==> src/rtl/ethgen_pkg.sv <==
// Shared types and constants for the GMII-to-32-bit packer: FSM states,
// tmod encodings for both byte orders, the pad byte and lane helpers.
package ethgen_pkg;

    typedef enum logic [1:0] {
        ST_SYNC    = 2'd0,
        ST_IDLE    = 2'd1,
        ST_COLLECT = 2'd2
    } state_e;

    typedef struct packed {
        logic [31:0] data;
        logic        sop;
        logic        eop;
        logic [1:0]  tmod;
        logic        derror;
    } word_t;

    localparam logic [1:0] TMOD_4B    = 2'b00;
    localparam logic [1:0] TMOD_BE_3B = 2'b01;
    localparam logic [1:0] TMOD_BE_2B = 2'b10;
    localparam logic [1:0] TMOD_BE_1B = 2'b11;
    localparam logic [1:0] TMOD_LE_1B = 2'b01;
    localparam logic [1:0] TMOD_LE_2B = 2'b10;
    localparam logic [1:0] TMOD_LE_3B = 2'b11;

    localparam logic [7:0] PAD_BYTE = 8'h00;

    // tmod for a partial word holding idx valid bytes
    function automatic logic [1:0] tmod_enc(input logic be, input logic [1:0] idx);
        logic [1:0] t;
        case (idx)
            2'd1:    t = be ? TMOD_BE_1B : TMOD_LE_1B;
            2'd2:    t = be ? TMOD_BE_2B : TMOD_LE_2B;
            2'd3:    t = be ? TMOD_BE_3B : TMOD_LE_3B;
            default: t = TMOD_4B;
        endcase
        return t;
    endfunction

    function automatic logic [31:0] place_byte(input logic be, input logic [1:0] idx,
                                               input logic [7:0] b);
        logic [1:0] lane;
        if (be) begin
            lane = 2'd3 - idx;
        end else begin
            lane = idx;
        end
        return {24'd0, b} << {lane, 3'd0};
    endfunction

endpackage

==> src/rtl/ethgen_pack32_if.sv <==
// Packed-word output stream of ethgen_pack32: word, framing flags and ready.
interface ethgen_pack32_if;
    logic [31:0] dout;
    logic        dval;
    logic        dout_rdy;
    logic        sop;
    logic        eop;
    logic [1:0]  tmod;
    logic        derror;

    modport master (output dout, dval, sop, eop, tmod, derror, input dout_rdy);
    modport slave  (input dout, dval, sop, eop, tmod, derror, output dout_rdy);
endinterface

==> src/rtl/ethgen_word_fifo.sv <==
// Synchronous show-ahead word FIFO; a push on a full FIFO is accepted only
// when a pop happens in the same cycle.
module ethgen_word_fifo
    import ethgen_pkg::*;
#(
    parameter int DEPTH = 4
) (
    input  logic  clk,
    input  logic  reset,
    input  logic  push,
    input  word_t push_word,
    input  logic  pop,
    output word_t rd_word,
    output logic  full,
    output logic  empty
);

    localparam int AW = (DEPTH > 2) ? $clog2(DEPTH) : 1;
    localparam logic [AW:0] PTR_ONE = {{AW{1'b0}}, 1'b1};

    word_t       mem_q [DEPTH];
    word_t       mem_d [DEPTH];
    logic [AW:0] wr_ptr_q, wr_ptr_d;
    logic [AW:0] rd_ptr_q, rd_ptr_d;
    logic        do_push_s, do_pop_s;

    // Flags, show-ahead read and pointer/memory next state
    always_comb begin
        empty = (wr_ptr_q == rd_ptr_q);
        full  = (wr_ptr_q[AW] != rd_ptr_q[AW]) && (wr_ptr_q[AW-1:0] == rd_ptr_q[AW-1:0]);
        if (empty) begin
            rd_word = '0;
        end else begin
            rd_word = mem_q[rd_ptr_q[AW-1:0]];
        end
        do_pop_s  = pop & ~empty;
        do_push_s = push & (~full | pop);
        mem_d     = mem_q;
        if (do_push_s) begin
            mem_d[wr_ptr_q[AW-1:0]] = push_word;
            wr_ptr_d = wr_ptr_q + PTR_ONE;
        end else begin
            wr_ptr_d = wr_ptr_q;
        end
        if (do_pop_s) begin
            rd_ptr_d = rd_ptr_q + PTR_ONE;
        end else begin
            rd_ptr_d = rd_ptr_q;
        end
    end

    // Storage and pointer registers
    always_ff @(posedge clk) begin
        if (reset) begin
            wr_ptr_q <= '0;
            rd_ptr_q <= '0;
            for (int i = 0; i < DEPTH; i++) begin
                mem_q[i] <= '0;
            end
        end else begin
            wr_ptr_q <= wr_ptr_d;
            rd_ptr_q <= rd_ptr_d;
            mem_q    <= mem_d;
        end
    end

endmodule

==> src/rtl/ethgen_pack32.sv <==
// Packs GMII-style byte slots into 32-bit framed words behind a show-ahead FIFO.
// Optional two-byte zero prefix per frame when ETHGEN_PACK_SHIFT16_EN is defined.
module ethgen_pack32
    import ethgen_pkg::*;
#(
    parameter logic BIG_ENDIAN = 1'b1,
    parameter int   FIFO_DEPTH = 4
) (
    input  logic        clk,
    input  logic        reset,
    input  logic        txd_en,
    input  logic [7:0]  txd,
    input  logic        tx_dv,
    input  logic        tx_er,
    ethgen_pack32_if.master out_if,
    output logic [15:0] frm_cnt,
    output logic        ovf
);

    state_e      state_q, state_d;
    logic [31:0] acc_q, acc_d;
    logic [1:0]  idx_q, idx_d;
    logic [31:0] pend_q, pend_d;
    logic        pend_vld_q, pend_vld_d;
    logic        pend_sop_q, pend_sop_d;
    logic        first_q, first_d;
    logic        err_q, err_d;
    logic [15:0] frm_cnt_q, frm_cnt_d;
    logic        ovf_q, ovf_d;

    logic        push_s, pop_s, drop_s, full_s, empty_s;
    logic [31:0] acc_byte_s;
    word_t       push_word_s, rd_word_s;

    // State register
    always_ff @(posedge clk) begin
        if (reset) begin
            state_q <= ST_SYNC;
        end else begin
            state_q <= state_d;
        end
    end

    // Next state: only strobed slots move the FSM
    always_comb begin
        state_d = state_q;
        if (txd_en) begin
            case (state_q)
                ST_SYNC:    state_d = tx_dv ? ST_SYNC : ST_IDLE;
                ST_IDLE:    state_d = tx_dv ? ST_COLLECT : ST_IDLE;
                ST_COLLECT: state_d = tx_dv ? ST_COLLECT : ST_IDLE;
                default:    state_d = ST_SYNC;
            endcase
        end else begin
            state_d = state_q;
        end
    end

    // Packing datapath: a completed word waits in pend until the next word starts,
    // so every push lands on a distinct slot
    always_comb begin
        acc_d       = acc_q;
        idx_d       = idx_q;
        pend_d      = pend_q;
        pend_vld_d  = pend_vld_q;
        pend_sop_d  = pend_sop_q;
        first_d     = first_q;
        err_d       = err_q;
        push_s      = 1'b0;
        push_word_s = '0;
        acc_byte_s  = acc_q;
        if (txd_en && (state_q == ST_IDLE) && tx_dv) begin
`ifdef ETHGEN_PACK_SHIFT16_EN
            acc_d = place_byte(BIG_ENDIAN, 2'd0, PAD_BYTE) |
                    place_byte(BIG_ENDIAN, 2'd1, PAD_BYTE) |
                    place_byte(BIG_ENDIAN, 2'd2, txd);
            idx_d = 2'd3;
`else
            acc_d = place_byte(BIG_ENDIAN, 2'd0, txd);
            idx_d = 2'd1;
`endif
            pend_vld_d = 1'b0;
            first_d    = 1'b1;
            err_d      = tx_er;
        end else if (txd_en && (state_q == ST_COLLECT) && tx_dv) begin
            err_d = err_q | tx_er;
            if (idx_q == 2'd0) begin
                acc_byte_s = place_byte(BIG_ENDIAN, 2'd0, txd);
                if (pend_vld_q) begin
                    push_s      = 1'b1;
                    push_word_s = '{data: pend_q, sop: pend_sop_q, eop: 1'b0,
                                    tmod: TMOD_4B, derror: 1'b0};
                    pend_vld_d  = 1'b0;
                end else begin
                    push_s = 1'b0;
                end
            end else begin
                acc_byte_s = acc_q | place_byte(BIG_ENDIAN, idx_q, txd);
            end
            acc_d = acc_byte_s;
            if (idx_q == 2'd3) begin
                pend_d     = acc_byte_s;
                pend_vld_d = 1'b1;
                pend_sop_d = first_q;
                first_d    = 1'b0;
            end else begin
                pend_d = pend_q;
            end
            idx_d = idx_q + 2'd1;
        end else if (txd_en && (state_q == ST_COLLECT) && !tx_dv) begin
            push_s = 1'b1;
            if (idx_q != 2'd0) begin
                push_word_s = '{data: acc_q, sop: first_q, eop: 1'b1,
                                tmod: tmod_enc(BIG_ENDIAN, idx_q), derror: err_q};
            end else begin
                push_word_s = '{data: pend_q, sop: pend_sop_q, eop: 1'b1,
                                tmod: TMOD_4B, derror: err_q};
            end
            pend_vld_d = 1'b0;
            idx_d      = 2'd0;
            acc_d      = 32'd0;
            first_d    = 1'b0;
            err_d      = 1'b0;
        end else begin
            push_s = 1'b0;
        end
    end

    // Frame counter and sticky overflow; a dropped eop still counts
    always_comb begin
        pop_s  = out_if.dval & out_if.dout_rdy;
        drop_s = push_s & full_s & ~pop_s;
        if (push_s && push_word_s.eop) begin
            frm_cnt_d = frm_cnt_q + 16'd1;
        end else begin
            frm_cnt_d = frm_cnt_q;
        end
        ovf_d = ovf_q | drop_s;
    end

    // Datapath registers
    always_ff @(posedge clk) begin
        if (reset) begin
            acc_q      <= 32'd0;
            idx_q      <= 2'd0;
            pend_q     <= 32'd0;
            pend_vld_q <= 1'b0;
            pend_sop_q <= 1'b0;
            first_q    <= 1'b0;
            err_q      <= 1'b0;
            frm_cnt_q  <= 16'd0;
            ovf_q      <= 1'b0;
        end else begin
            acc_q      <= acc_d;
            idx_q      <= idx_d;
            pend_q     <= pend_d;
            pend_vld_q <= pend_vld_d;
            pend_sop_q <= pend_sop_d;
            first_q    <= first_d;
            err_q      <= err_d;
            frm_cnt_q  <= frm_cnt_d;
            ovf_q      <= ovf_d;
        end
    end

    ethgen_word_fifo #(.DEPTH(FIFO_DEPTH)) u_fifo (
        .clk       (clk),
        .reset     (reset),
        .push      (push_s),
        .push_word (push_word_s),
        .pop       (out_if.dout_rdy),
        .rd_word   (rd_word_s),
        .full      (full_s),
        .empty     (empty_s)
    );

    assign out_if.dout   = rd_word_s.data;
    assign out_if.dval   = ~empty_s;
    assign out_if.sop    = rd_word_s.sop;
    assign out_if.eop    = rd_word_s.eop;
    assign out_if.tmod   = rd_word_s.tmod;
    assign out_if.derror = rd_word_s.derror;
    assign frm_cnt       = frm_cnt_q;
    assign ovf           = ovf_q;

endmodule

==> src/flat_wrapper.sv <==
// flat-port wrapper written by rule: the top's interface ports become plain ports
module ethgen_pack32_flat import ethgen_pkg::*;
#(
    parameter logic BIG_ENDIAN = 1'b1,
    parameter int   FIFO_DEPTH = 4
)
  (clk, reset, txd_en, txd, tx_dv, tx_er, frm_cnt, ovf, out_if_dout, out_if_dval, out_if_sop, out_if_eop, out_if_tmod, out_if_derror, out_if_dout_rdy);
  ethgen_pack32_if out_if_i ();
  input  logic clk;
  input  logic reset;
  input  logic txd_en;
  input  logic [7:0] txd;
  input  logic tx_dv;
  input  logic tx_er;
  output logic [15:0] frm_cnt;
  output logic ovf;
  output wire logic [$bits(out_if_i.dout)-1:0] out_if_dout;
  output wire logic [$bits(out_if_i.dval)-1:0] out_if_dval;
  output wire logic [$bits(out_if_i.sop)-1:0] out_if_sop;
  output wire logic [$bits(out_if_i.eop)-1:0] out_if_eop;
  output wire logic [$bits(out_if_i.tmod)-1:0] out_if_tmod;
  output wire logic [$bits(out_if_i.derror)-1:0] out_if_derror;
  input wire logic [$bits(out_if_i.dout_rdy)-1:0] out_if_dout_rdy;
  assign out_if_dout = out_if_i.dout;
  assign out_if_dval = out_if_i.dval;
  assign out_if_sop = out_if_i.sop;
  assign out_if_eop = out_if_i.eop;
  assign out_if_tmod = out_if_i.tmod;
  assign out_if_derror = out_if_i.derror;
  assign out_if_i.dout_rdy = out_if_dout_rdy;
  ethgen_pack32 #(.BIG_ENDIAN(BIG_ENDIAN), .FIFO_DEPTH(FIFO_DEPTH)) u_core (.clk(clk), .reset(reset), .txd_en(txd_en), .txd(txd), .tx_dv(tx_dv), .tx_er(tx_er), .out_if(out_if_i), .frm_cnt(frm_cnt), .ovf(ovf));
endmodule
==> config.mk <==
export PLATFORM = sky130hd
export DESIGN_NAME = ethgen_pack32_flat
export DESIGN_NICKNAME = d
export VERILOG_FILES = /design/src/rtl/ethgen_pkg.sv /design/src/rtl/ethgen_pack32_if.sv /design/src/rtl/ethgen_word_fifo.sv /design/src/rtl/ethgen_pack32.sv /design/src/flat_wrapper.sv
export SDC_FILE = /design/constraint.sdc
export NUM_CORES = 1
export LEC_CHECK = 0
export ABC_AREA = 1
export BUFFER_PORTS_ARGS = -buffer_cell sky130_fd_sc_hd__buf_2
export CELL_PAD_IN_SITES_DETAIL_PLACEMENT = 0
export CELL_PAD_IN_SITES_GLOBAL_PLACEMENT = 1
export CORE_MARGIN = 2
export CORE_UTILIZATION = 40
export DETAILED_ROUTE_END_ITERATION = 10
export HOLD_SLACK_MARGIN = 0.08
export PLACE_DENSITY = 0.76
export SETUP_SLACK_MARGIN = 0.3
export SYNTH_ARGS = -nofsm -noshare
export SYNTH_HDL_FRONTEND = slang
export SYNTH_SLANG_ARGS = --single-unit
==> constraint.sdc <==
create_clock -name clk -period 2.65 [get_ports clk]
set_input_delay 0.265 -clock clk [delete_from_list [all_inputs] [get_ports clk]]
set_output_delay 0.265 -clock clk [all_outputs]
set_load 0.005 [all_outputs]
## Word level (Yosys, flattened, before mapping)

Index checks and enable logic that the tools add are counted.
W data, S select, Z words.

- Eq/ne operators: 10
- Bitwise logic cells: 14
- $lt $le $gt $ge: 3
- Shifts and indexed selects: 3
- Reduce and logical (&&, ||, !) cells: 19
- Add/sub/neg operators: 5
- Multiplexer cells: 45

Operators with widths:

| kind | count |
|---|---|
| $mux W37 | 10 |
| $bwmux W148 | 1 |
| $mux W32 | 4 |
| $shl A8 B5 Y32 | 3 |
| $bmux W37 S2 | 1 |
| $demux W37 S2 | 1 |
| $or A32 B32 Y32 | 1 |
| $mux W2 | 10 |
| $add A16 B1 Y16 const B | 1 |
| $mux W1 | 16 |
| $logic_and A1 B1 Y1 | 8 |
| $add A3 B1 Y3 const B | 2 |
| $eq A2 B2 Y1 const B | 3 |
| $ge A3 B3 Y1 const B | 2 |
| $not A2 Y3 | 2 |
| $pmux W2 S3 | 1 |
| $and A1 B1 Y1 | 4 |
| $eq A2 B1 Y1 const B | 2 |
| $logic_not A2 Y1 | 2 |
| $not A1 Y1 | 4 |
| $pmux W2 S2 | 1 |
| $reduce_and A2 Y1 | 2 |
| $reduce_bool A2 Y1 | 2 |
| $reduce_or A2 Y1 | 2 |
| other kinds (12) | 14 |

- Register bits: 243
- Input port bits: 14
- Word-level logic and storage cells: 132

## Logic depth before layout (Yosys ltp)

Gate-level depths: netlist of run 1.

- Word-level depth: 10
- Depth in mapped cells: 12
- Gate-level depth less buffers: 10

## Cells and area by module

Synthesis of run 1 repeated with hierarchy kept, for this count alone.

- Cells, all modules: 2270
- Area total of the unflattened synthesis: 13930.9 µm²

By module, submodules not included:

| module | area each (µm²) | times used | cells an instance | seq. area each (µm²) |
|---|---|---|---|---|
| ethgen_word_fifo | 8967.4 | 1 | 1502 | 3083.0 |
| ethgen_pack32 | 4963.5 | 1 | 768 | 1781.7 |

## Worst setup path after synthesis of run 1

No wires, ideal clock.

- Kind: reg-to-reg
- Start point: reg u_core.idx_q[1]
- End point: reg u_core.u_fifo.mem_q[128] (netlist name)
- Cell stages (with the launch flop): 11
- Clock period less this slack: 1978 ps
- Data arrival time: 1914 ps
- Slack: 672 ps
- Buffers on the path: 2
- Data required time: 2586 ps
- Setup time: 64 ps
- Cells stage by stage: dfxtp_1 clkbuf_1 inv_1 ha_1 inv_1 clkbuf_1 nand2_1 a21boi_0 o21ai_0 nor2_1 nor2_1

- Cells in the longest elaborated chain, start to end: 6

RTL lines:

| element | RTL line | source |
|---|---|---|
| start, declared | ethgen_pack32.sv:22 | `logic [1:0] idx_q, idx_d;` |
| start signal, assigned | ethgen_pack32.sv:155 | `idx_q <= idx_d;` |
| $reduce_bool A2 Y1 | ethgen_pack32.sv:112 | `if (idx_q != 2'd0) begin` |
| $mux W37 | ethgen_pack32.sv:112 |  |
| $mux W37 | ethgen_pack32.sv:110 | `end else if (txd_en && (state_q == ST_COLLECT) && !tx_dv) begin` |
| $mux W37 | ethgen_pack32.sv:85 | `end else if (txd_en && (state_q == ST_COLLECT) && tx_dv) begin` |
| $mux W37 | ethgen_pack32.sv:72 | `if (txd_en && (state_q == ST_IDLE) && tx_dv) begin` |
| $bwmux W148 | ethgen_word_fifo.sv:40 | `mem_d[wr_ptr_q[AW-1:0]] = push_word;` |
| end signal, assigned | ethgen_word_fifo.sv:63 | `mem_q <= mem_d;` |
| end, declared | ethgen_word_fifo.sv:21 | `word_t mem_q [DEPTH];` |

Parallel ways exist; a longest one is shown, timed or not.
A chain may end at the register's enable or synchronous reset.

## Worst setup path in the final report of run 1

- Start point: reg u_core.idx_q[1]
- End point: reg u_core.u_fifo.mem_q[142] (netlist name)

Same word-level chain as after synthesis.

==> results of run 1 <==
final cells by class:
class	count	share of cell area, %
multi-input combinational	1288	41.5
sequential	243	34.1
inverter	326	8.62
clock buffer	45	6.35
timing repair buffer	112	5.73
tap	396	3.47
clock inverter	4	0.210
worst min path at each step:
stage                                  from                 to  slack (ps)
after floorplan                      txd_en  u_core.state_q[1]         360
after global placement    u_core.frm_cnt[6]  u_core.frm_cnt[6]         450
after detailed placement    u_core.acc_q[7]    u_core.acc_q[7]         450
after CTS                            txd[7]   u_core.acc_q[15]         140
after global routing                 txd[7]  u_core.pend_q[31]         200
final                                txd[7]   u_core.acc_q[15]         170
through the flow:
step	total power, mW	setup WS, ps
after floorplan	4.44	672
after global placement	4.77	430
after detailed placement	4.77	402
after CTS	8.70	281
after global routing	9.01	270
final	8.63	441
logic make-up (layout without fill, tap and decap cells):
group	count (synthesis)	count (layout)	share of synthesized area [%]
buffers and inverters	439	487	14.4
and+or+nand+nor	843	843	26.3
xor gates and xnor gates	2	2	0.139
AOI/OAI and AO/OA	429	429	19.0
DFF	243	243	38.7
adders and majority gates	14	14	1.39
state kept, by name (all words and copies together), names as in the netlist, 2 cells and up:
register and flops:
u_core.acc_q 32, u_core.u_fifo.rd_ptr_q 3, u_core.frm_cnt 16, u_core.idx_q 2, u_core.state_q 2, u_core.pend_q 32
u_core.u_fifo.mem_q 148, u_core.u_fifo.wr_ptr_q 3
metal layers:
| metal | global-route usage (%) | vias up |
|---|---|---|
| met1 | 29.5 | 5247 |
| met4 | 3.67 | 0 |
| met5 | 0 | - |
| li1 | - | 6084 |
| met3 | 2.38 | 38 |
| met2 | 34.5 | 203 |
power by group through the flow:
stage / Combinational [mW] / Sequential [mW] / Clock, mW
after detailed placement: 0.975 / 3.79 / 0
final: 1.01 / 3.71 / 3.90
after floorplan: 0.648 / 3.79 / 0
after global routing: 1.14 / 3.72 / 4.15
after CTS: 1.00 / 3.71 / 3.99
after global placement: 0.979 / 3.79 / 0
cells in the mapped netlist, types with 4 or more instances:
cell type / number
nand2_1: 512
inv_1: 320
nor2_1: 291
dfxtp_1: 243
o21ai_0: 166
a21oi_1: 155
clkbuf_1: 62
o21bai_1: 50
buf_2: 20
o21ai_2: 20
nand3_1: 18
buf_6: 16
ha_1: 14
o22ai_1: 13
buf_1: 10
o21ai_1: 9
a31oi_1: 8
nor3_1: 6
buf_4: 5
inv_2: 5
nand3_4: 4
critical path: cells and delay by family (launching register included):
kind,cells,cell delay (ps)
compound gates,2,600
fa+ha+maj,1,390
buf+inv,3,520
flops,1,310
simple gates,3,310
what timing repair did:
| action | CTS | global route |
|---|---|---|
| hold buffers | 12 | 0 |
| resized for setup | 4 | 25 |
| hold endpoints to repair | 12 | 0 |
| setup endpoints to repair | 37 | 163 |
==> metrics.md, run 1 <==
| Metric | Value |
|---|---|
| Max cap viols | `0` |
| Final net count | `2028` |
| Post-synthesis instance area | `between 10000 and 15000 um2` |
| Fill count | `approximately 3300` |
| CP Class | `reg2reg` |
| Sequential Power Share | `43.1%` |
| Cells after Synth | `1970` |
| Hold WC Path Type | `in2reg` |
| Worst path max stage delay | `about 460 ps` |
| Max FO, Critical Path | `17` |
| Clk root buf | `clkbuf_16` |
| IO Count | `69` |
| Total length of routed wires | `between 30000 and 40000 um` |
| Rel. slew slack | `between 50% and 60%` |
| Final slew viol count | `0` |
| Die H | `about 180 um` |
| Sink Count | `around 240` |
| P_leak | `between 6 and 7 nW` |
| CP endpoint kind | `flip-flop` |
| Most common cell after layout, fill and taps aside | `nand2_1` |
| Routed Antenna Nets | `0` |
| Antenna cells | `0` |
| Inst Count DP | `2353` |
| Post-synth top flop | `dfxtp_1` |
| CP most frequent cell | `inv_1` |
| Post-CTS Setup Inserts | `0` |
| Layout area overhead | `13.6%` |
| Sw frac | `26.5%` |
| Non-Filler Instances | `around 2400` |
| Period minus WS final | `approximately 2200 ps` |
| Row cnt | `64` |
| Cell taking the most area after synthesis | `dfxtp_1` |
| Yosys warns | `0` |
| Post-synthesis area per instance | `6.38 um2` |
| Outcome | `complete, no violations` |
| Hold depth | `5` |
| Final core occ | `46.4%` |
| Layout cells sized above 1 | `under 10%` |
| Clock power share | `roughly 45%` |
| Setup crit start kind | `flip-flop` |
| F_max | `between 0.4 and 0.5 GHz` |
| Critical path arrival | `about 2700 ps` |
| Highest metal layer with signal wires | `met4` |
| First-pass GRT wire length | `between 50000 and 60000 um` |
| Int Pwr | `approximately 6.3 mW` |
| Vias in the first global route | `~11000` |
| End of the worst register-to-register path | `u_core.u_fifo.mem_q[142]` |
| Starting Density | `approximately two fifths` |
| Skew-Pair Late Insertion Delay | `550 ps` |
| # setup viols final | `0` |
| TritonCTS clock tree | `done` |
| Antenna violations before repair | `0` |
| Most frequent cells in the layout | `nand2_1 (510), inv_1 (318), nor2_1 (291)` |
| Combinational Power Share | `approximately an eighth` |
| Period utilisation layout | `around 83%` |
| Die W | `~180 um` |
| Switching pwr | `2.28 mW` |
| DR vias | `11572` |
| Post-DP Area | `~13000 um2` |
| FF-to-FF Start | `u_core.idx_q[1]` |
| Yosys top cell area share | `between 30% and 40%` |
| GRT Total Usage | `a little over a fifth` |
| Crit-path cells | `inv_1 > ha_2 > nand2_1 > inv_1 > nand3_2 > buf_4 > o21ai_1 > o21bai_1 > nor2_1` |
| Initial drt markers | `around 770` |
| Routed wl met3 | `~1500 um` |
| CORE AREA | `slightly above 30000 um2` |
| Peak supply drop | `about 0.00049 V` |
| Clock Path Buffers | `3` |
| Post-Route Setup TNS | `0 ps` |
| Met1 wire length | `between 15000 and 20000 um` |
| Seq/Total Area, Yosys | `between 30 and 40%` |
| Ys async rst share | `0%` |
| Die ar. | `between 30000 and 40000 um2` |
| Launch point of the worst path | `u_core.idx_q[1]` |
| Worst setup path end | `u_core.u_fifo.mem_q[142]` |
| Synthesized net count | `approximately 2000` |
| Global route overflow | `0` |
| R2r worst-path depth | `9` |
| Unrepaired setup endpoints after global routing | `true` |
| Worst clock skew | `approximately 13 ps` |
| GPL Wtd Cong | `around 0.8` |
| Clock-pin slew on the worst setup and hold paths | `~60 ps` |
| Worst-Margin Slew | `about 740 ps` |
| Initial DRT Pass Iterations | `5` |
| Via/cell ratio | `approximately 4.8` |
| Reg area | `between 4000 and 5000 um2` |
| Count of input and output buffers | `68` |
| HPWL Detailed | `20600 um` |
| H-tree levels | `1` |
| Largest net degree at the start of global routing | `between 90 and 100` |
| Met2 Wirelength | `around 15000 um` |
| Cell area after layout | `14300 um2` |
| DRC | `0` |
| Final Hold Fails | `0` |
| Routed wire per std cell | `between 10 and 15 um` |
| Cell variety after synth | `33` |
| Hold WS | `between 150 and 200 ps` |
| Area of the multi-input gates | `5920 um2` |
| Flops & latches, synth | `roughly 240` |
| TritonCTS Buffers | `29` |
| Slowest cell on the critical path | `o21ai_1` |
| Worst EP required | `roughly 3100 ps` |
| EDFF count, synth | `0` |
| Power Density | `between 600 and 700 nW/um2` |
| Area contributors post-synth | `dfxtp_1 (39%), nand2_1 (15%), inv_1 (9.6%)` |
| Worst R2R Setup Slack | `roughly 440 ps` |
Note: power is estimated with default switching activity, not from simulation.
==> inputs of run 2 (changes only) <==
==> constraint.sdc (replaced) <==
create_clock -name clk -period 2.3 [get_ports clk]
set_input_delay 0.23 -clock clk [delete_from_list [all_inputs] [get_ports clk]]
set_output_delay 0.23 -clock clk [all_outputs]
set_load 0.005 [all_outputs]
==> run 2 against run 1 <==
- combinational power is 110% higher
- register-to-register slack worse by 60 ps
- sequential power is 16% higher
- hold slack worse by 39 ps
- critical path depth is 1 higher
- critical endpoint is now out_if_dout[27]
- largest cell class unchanged
- largest power group unchanged
==> metrics.md, run 2 (synthesis results as in run 1) <==
| Metric | Value |
|---|---|
| Vias in the first global route | `11273 (+5.3%)` |
| F_max | `~0.46 GHz` |
| TritonCTS clock tree | `done` |
| DRC | `0 (unchanged)` |
| Power Density | `703 nW/um2 (+16%)` |
| Clock Path Buffers | `3 (unchanged)` |
| Max FO, Critical Path | `10 (-7)` |
| GPL Wtd Cong | `0.789 (-4.1%)` |
| IO Count | `69 (unchanged)` |
| Skew-Pair Late Insertion Delay | `550 ps (about the same)` |
| Layout area overhead | `25.6%` |
| Initial drt markers | `878 (+14%)` |
| Hold WS | `129 ps (-39.0 ps)` |
| Setup crit start kind | `flip-flop` |
| Antenna violations before repair | `0 (unchanged)` |
| Final net count | `2090 (+3.1%)` |
| Most common cell after layout, fill and taps aside | `nand2_1` |
| HPWL Detailed | `21700 um (+5.6%)` |
| Top Registers | `u_core.u_fifo.mem_q (148), u_core.acc_q (32), u_core.pend_q (32)` |
| Sink Count | `243 (unchanged)` |
| Rel. slew slack | `57.8% (+7.8 points)` |
| # setup viols final | `0 (unchanged)` |
| Worst-Margin Slew | `626 ps (-116 ps)` |
| Routed Antenna Nets | `0 (unchanged)` |
| Post-Route Setup TNS | `0 ps (unchanged)` |
| First-pass GRT wire length | `62900 um (+12%)` |
| Die W | `181 um (unchanged)` |
| Clk root buf | `clkbuf_16` |
| Global route overflow | `0 (unchanged)` |
| Final slew viol count | `0 (unchanged)` |
| CP most frequent cell | `nand2_2` |
| Slowest cell on the critical path | `dfxtp_4` |
| Clock-pin slew on the worst setup and hold paths | `60 ps (about the same)` |
| TritonCTS Buffers | `29 (unchanged)` |
| Worst EP required | `2070 ps (-1070 ps)` |
| Worst path max stage delay | `410 ps (-50 ps)` |
| DR vias | `12212 (+5.5%)` |
| Pre-CTS WS | `113 ps (-289 ps)` |
| Layout cells sized above 1 | `15.3% (+5.7 points)` |
| Period minus WS final | `roughly 2200 ps` |
| Initial DRT Pass Iterations | `5 (unchanged)` |
| Antenna cells | `0 (unchanged)` |
| Routed wire per std cell | `16.9 um (+20%)` |
| Total length of routed wires | `41900 um (+23%)` |
| Peak supply drop | `0.000560 V (+14%)` |
| CP endpoint kind | `output port` |
| Unrepaired setup endpoints after global routing | `true` |
| Max cap viols | `0 (unchanged)` |
| Hold WC Path Type | `in2reg` |
| Starting Density | `40.9% (unchanged)` |
| CP bufs+invs | `5 (+2)` |
| Row cnt | `64 (unchanged)` |
| Critical path arrival | `1920 ps (-770 ps)` |
| GRT Total Usage | `24.0% (+3.2 points)` |
| Setup ws final | `149 ps (-292 ps)` |
| Worst clock skew | `11.6 ps (-1.15 ps)` |
| CORE AREA | `30700 um2 (unchanged)` |
| H-tree levels | `1 (unchanged)` |
| Period utilisation layout | `93.5%` |
| Outcome | `complete, no violations` |
| Worst path top cell family by delay | `buffers and inverters` |
| P_leak | `7.56 nW (+9.8%)` |
| CP Class | `reg2out` |
| Final Hold Fails | `0 (unchanged)` |
| Count of input and output buffers | `68 (unchanged)` |
| Via/cell ratio | `4.93 (+2.8%)` |
| Largest reg by FF count | `u_core.u_fifo.mem_q` |
| Largest net degree at the start of global routing | `79 (-18%)` |
| Die ar. | `32900 um2 (unchanged)` |
| Die H | `181 um (unchanged)` |
| Crit-path cells | `inv_8 > nand2_2 > nand2_2 > nor2_4 > nand2_4 > buf_12 > buf_16 > nand2_1 > inv_1 > buf_2` |
| Most frequent cells in the layout | `nand2_1 (499), inv_1 (313), nor2_1 (291)` |
| Max reg flops | `148 (unchanged)` |
-- run 2: cell types whose count changed in the layout (fill, tap and decap cells not counted), sizes merged --
cell	change
buf	+48
clkbuf	+10
bufinv	+3
bufbuf	+2
clkinv	+1
clkinvlp	-1
nand3	+1
-- run 2: cell type report --
cell class	instances	area (um2)
fill	3092	15000
tap	396	495
clock buffer	44	852
clock inverter	7	114
inverter	326	1240
timing repair buffer	173	1980
sequential	243	4880
multi-input combinational	1289	6220
-- run 2: worst reg2reg max path, delay by kind of cell (launching register included) --
family | cells | cell delay (ps)
buffers and inverters | 5 | 730
and+or+nand+nor | 6 | 630
DFF | 1 | 330
adders and majority gates | 1 | 150
-- run 2: power breakdown --
group | total [mW] | leakage [nW] | internal (mW) | switching [mW]
clock | 4.70 | 0.476 | 2.86 | 1.84
sequential | 4.29 | 1.96 | 4.25 | 0.0337
combinational | 2.11 | 5.12 | 0.906 | 1.20
-- run 2: timing repair --
item / in CTS / in global routing
setup buffers: 20 / 5
setup endpoints to repair: 160 / 230
hold buffers: 12 / 0
pin swaps: 13 / 19
cloned: 15 / 13
endpoints found under the hold margin: 15 / 0
resized for setup: 81 / 104
-- run 2: through the flow --
| stage | std cells | power, mW | util, % | instance area (um2) |
|---|---|---|---|---|
| floorplan | 1970 | 5.11 | - | 12600 |
| global placement | 2362 | 5.52 | 43.2 | 13300 |
| detailed placement | 2362 | 5.53 | 43.2 | 13300 |
| CTS | 2460 | 10.9 | 49.3 | 15200 |
| global route | 2478 | 11.5 | 51.3 | 15800 |
| finish | 2478 | 11.1 | 51.3 | 15800 |
-- run 2: worst paths after layout --
| check | depth (start not counted) | endpoint | startpoint | slack (ps) |
|---|---|---|---|---|
| max | 10 | out_if_dout[27] | u_core.u_fifo.rd_ptr_q[0] | 150 |
| max reg2reg | 12 | u_core.u_fifo.mem_q[39] | u_core.state_q[0] | 380 |
| min | 5 | u_core.acc_q[15] | txd[7] | 130 |
| min reg2reg | 2 | u_core.acc_q[17] | u_core.acc_q[17] | 460 |
-- run 2: per-layer routing --
layer | vias up | routed length [um] | track usage [%]
met5 | - | 0 | 0
met4 | 0 | 1250 | 6.05
met3 | 70 | 2370 | 2.80
met2 | 328 | 19000 | 40.1
met1 | 5580 | 19300 | 33.0
li1 | 6234 | - | -
==> inputs of run 3 (changes only) <==
==> constraint.sdc (replaced) <==
create_clock -name clk -period 2.36 [get_ports clk]
set_input_delay 0.236 -clock clk [delete_from_list [all_inputs] [get_ports clk]]
set_output_delay 0.236 -clock clk [all_outputs]
set_load 0.005 [all_outputs]
==> run 3 against run 2 <==
- die area unchanged
- flip-flop and latch count unchanged
- sequential power decreased by 3%
- sequential share of layout area is 1.8 points higher
- wire length down 9.4%
- via count shrank 2.8%
- clock power is 6.4% lower
==> metrics.md, run 3 (synthesis results as in run 1) <==
| Metric | Value |
|---|---|
| Outcome | `complete, no violations` |
| TritonCTS clock tree | `done` |
| Total length of routed wires | `38000 um (-9.4%)` |
| Final net count | `2061 (-1.4%)` |
| Worst-Margin Slew | `687 ps (+61.5 ps)` |
| Power Density | `683 nW/um2 (-2.8%)` |
| GPL Wtd Cong | `0.794 (+0.58%)` |
| Skew-Pair Late Insertion Delay | `540 ps (about the same)` |
| FF-to-FF Start | `u_core.state_q[0]` |
| H-tree levels | `1 (unchanged)` |
| Peak supply drop | `0.000603 V (+7.8%)` |
| Most common cell after layout, fill and taps aside | `nand2_1` |
| Final Hold Fails | `0 (unchanged)` |
| Fill count | `3189 (+3.1%)` |
| HPWL Detailed | `21000 um (-3.1%)` |
| Sw frac | `27.4% (-0.27 points)` |
| Hold WC Path Type | `in2reg` |
| Layout area overhead | `18.7%` |
| Non-Filler Instances | `2447 (-1.3%)` |
| Final slew viol count | `0 (unchanged)` |
| Worst EP required | `2120 ps (+50 ps)` |
| GRT Total Usage | `20.9% (-3.2 points)` |
| Layout cells sized above 1 | `12.3% (-3.0 points)` |
| Max FO, Critical Path | `9 (-1)` |
| Overall power | `10.2 mW (-8.1%)` |
| Launch point of the worst path | `u_core.u_fifo.wr_ptr_q[1]` |
| Worst clock skew | `9.12 ps (-2.49 ps)` |
| Clock Path Buffers | `3 (unchanged)` |
| Combinational Power Share | `15.9% (-3.1 points)` |
| IO Count | `69 (unchanged)` |
| Via/cell ratio | `4.85 (-1.5%)` |
| Clk root buf | `clkbuf_16` |
| Critical path arrival | `1950 ps (+30 ps)` |
| Post-Route Setup TNS | `0 ps (unchanged)` |
| Unrepaired setup endpoints after global routing | `true` |
| # setup viols final | `0 (unchanged)` |
| CORE AREA | `30700 um2 (unchanged)` |
| R2r worst-path depth | `10 (-2)` |
| CP endpoint kind | `output port` |
| Sequential Power Share | `40.9% (+2.3 points)` |
| Row cnt | `64 (unchanged)` |
| Initial drt markers | `811 (-7.6%)` |
| TritonCTS Buffers | `29 (unchanged)` |
| Max reg flops | `148 (unchanged)` |
| CP Class | `reg2out` |
| Starting Density | `40.9% (unchanged)` |
| Antenna violations before repair | `0 (unchanged)` |
| DR vias | `11874 (-2.8%)` |
| Routed Antenna Nets | `0 (unchanged)` |
| DRC | `0 (unchanged)` |
| WHS Endpoint | `u_core.acc_q[15]` |
| Hold Path Origin | `txd[7]` |
| Inst Count DP | `2359 (-0.13%)` |
| Largest net degree at the start of global routing | `96 (+22%)` |
| Largest reg by FF count | `u_core.u_fifo.mem_q` |
| Max cap viols | `0 (unchanged)` |
| Antenna cells | `0 (unchanged)` |
| Most frequent cells in the layout | `nand2_1 (504), inv_1 (315), nor2_1 (289)` |
| F_max | `between 0.4 and 0.5 GHz` |
| Rel. slew slack | `53.7% (-4.1 points)` |
| Vias in the first global route | `10627 (-5.7%)` |
| Period utilisation layout | `92.4%` |
| Switching pwr | `2.80 mW (-9.0%)` |
| Die H | `181 um (unchanged)` |
| End of the worst register-to-register path | `u_core.u_fifo.mem_q[59]` |
| P_leak | `7.20 nW (-4.8%)` |
| Sink Count | `243 (unchanged)` |
| Count of input and output buffers | `68 (unchanged)` |
| Top Registers | `u_core.u_fifo.mem_q (148), u_core.acc_q (32), u_core.pend_q (32)` |
| Die W | `181 um (unchanged)` |
| Period minus WS final | `2180 ps` |
| Setup crit start kind | `flip-flop` |
| Int Pwr | `7.40 mW (-7.8%)` |
| Worst R2R Setup Slack | `440 ps (+60 ps)` |
| Die ar. | `32900 um2 (unchanged)` |
| Initial DRT Pass Iterations | `5 (unchanged)` |
| Clock power share | `43.1% (+0.7 points)` |
| First-pass GRT wire length | `56300 um (-10%)` |
| Clock-pin slew on the worst setup and hold paths | `60 ps (about the same)` |
| Routed wire per std cell | `15.5 um (-8.2%)` |
| Global route overflow | `0 (unchanged)` |
| Hold depth | `5 (unchanged)` |
-- run 3: layout make-up --
class                           instances  area (um2)  share of cell area [%]
Inverter                              326        1230                    8.28
Clock inverter                          6        55.1                   0.369
Multi-Input combinational cell       1289        6060                    40.6
Clock buffer                           43         878                    5.89
Timing Repair Buffer                  144        1320                    8.83
Tap cell                              396         495                    3.32
Sequential cell                       243        4880                    32.7
-- run 3: how the worst max path moves through the flow --
stage | cells past startpoint | to
final | 9 | out_if_dout[6]
after global routing | 9 | out_if_dout[26]
after CTS | 9 | out_if_dout[16]
after detailed placement | 8 | u_core.u_fifo.mem_q[17]
after global placement | 8 | u_core.u_fifo.mem_q[17]
after floorplan | 10 | u_core.u_fifo.mem_q[128]
-- run 3: power by group through the flow --
stage          Clock, mW  Combinational [mW]  Sequential (mW)
2_1_floorplan          0               0.728             4.25
3_3_place_gp           0                1.12             4.26
3_5_place_dp           0                1.11             4.26
4_1_cts             4.48                1.19             4.17
5_1_grt             4.67                1.75             4.18
6_report            4.40                1.62             4.17
-- run 3: metrics by stage --
step | hold slack, ps | util (%) | cell area [um2] | setup WS, ps
floorplan | 326 | - | 12600 | 382
global placement | 448 | 42.9 | 13200 | 241
detailed placement | 452 | 42.9 | 13200 | 186
CTS | 119 | 46.6 | 14300 | 260
global route | 160 | 48.5 | 14900 | 96.2
finish | 131 | 48.5 | 14900 | 178
-- run 3: what timing repair did --
| action | in CTS | in global routing |
|---|---|---|
| gates resized for setup | 21 | 74 |
| cloned | 0 | 13 |
| endpoints found under the hold margin | 12 | 0 |
| setup buffers | 2 | 12 |
| endpoints found under the setup margin | 89 | 200 |
| hold buffers | 12 | 0 |
| pin swaps | 1 | 12 |
-- run 3: critical path, cell delays in order, from the launching register on --
cell and delay [ps]:
dfxtp_4 360, inv_1 80, nand2_1 90, nand2_2 70, nor2_4 190, nand2_8 150, clkbuf_16 210, nand2_1 70
inv_1 40, buf_2 110
-- run 3: layer usage --
metal	part of all wire (%)	GRT usage, %	wire, um	up-vias
li1	-	-	-	6173
met1	50	29.9	18900	5446
met2	44	34.3	16900	212
met3	4.4	2.38	1660	43
met4	1.3	3.02	511	0
met5	0	0	0	-
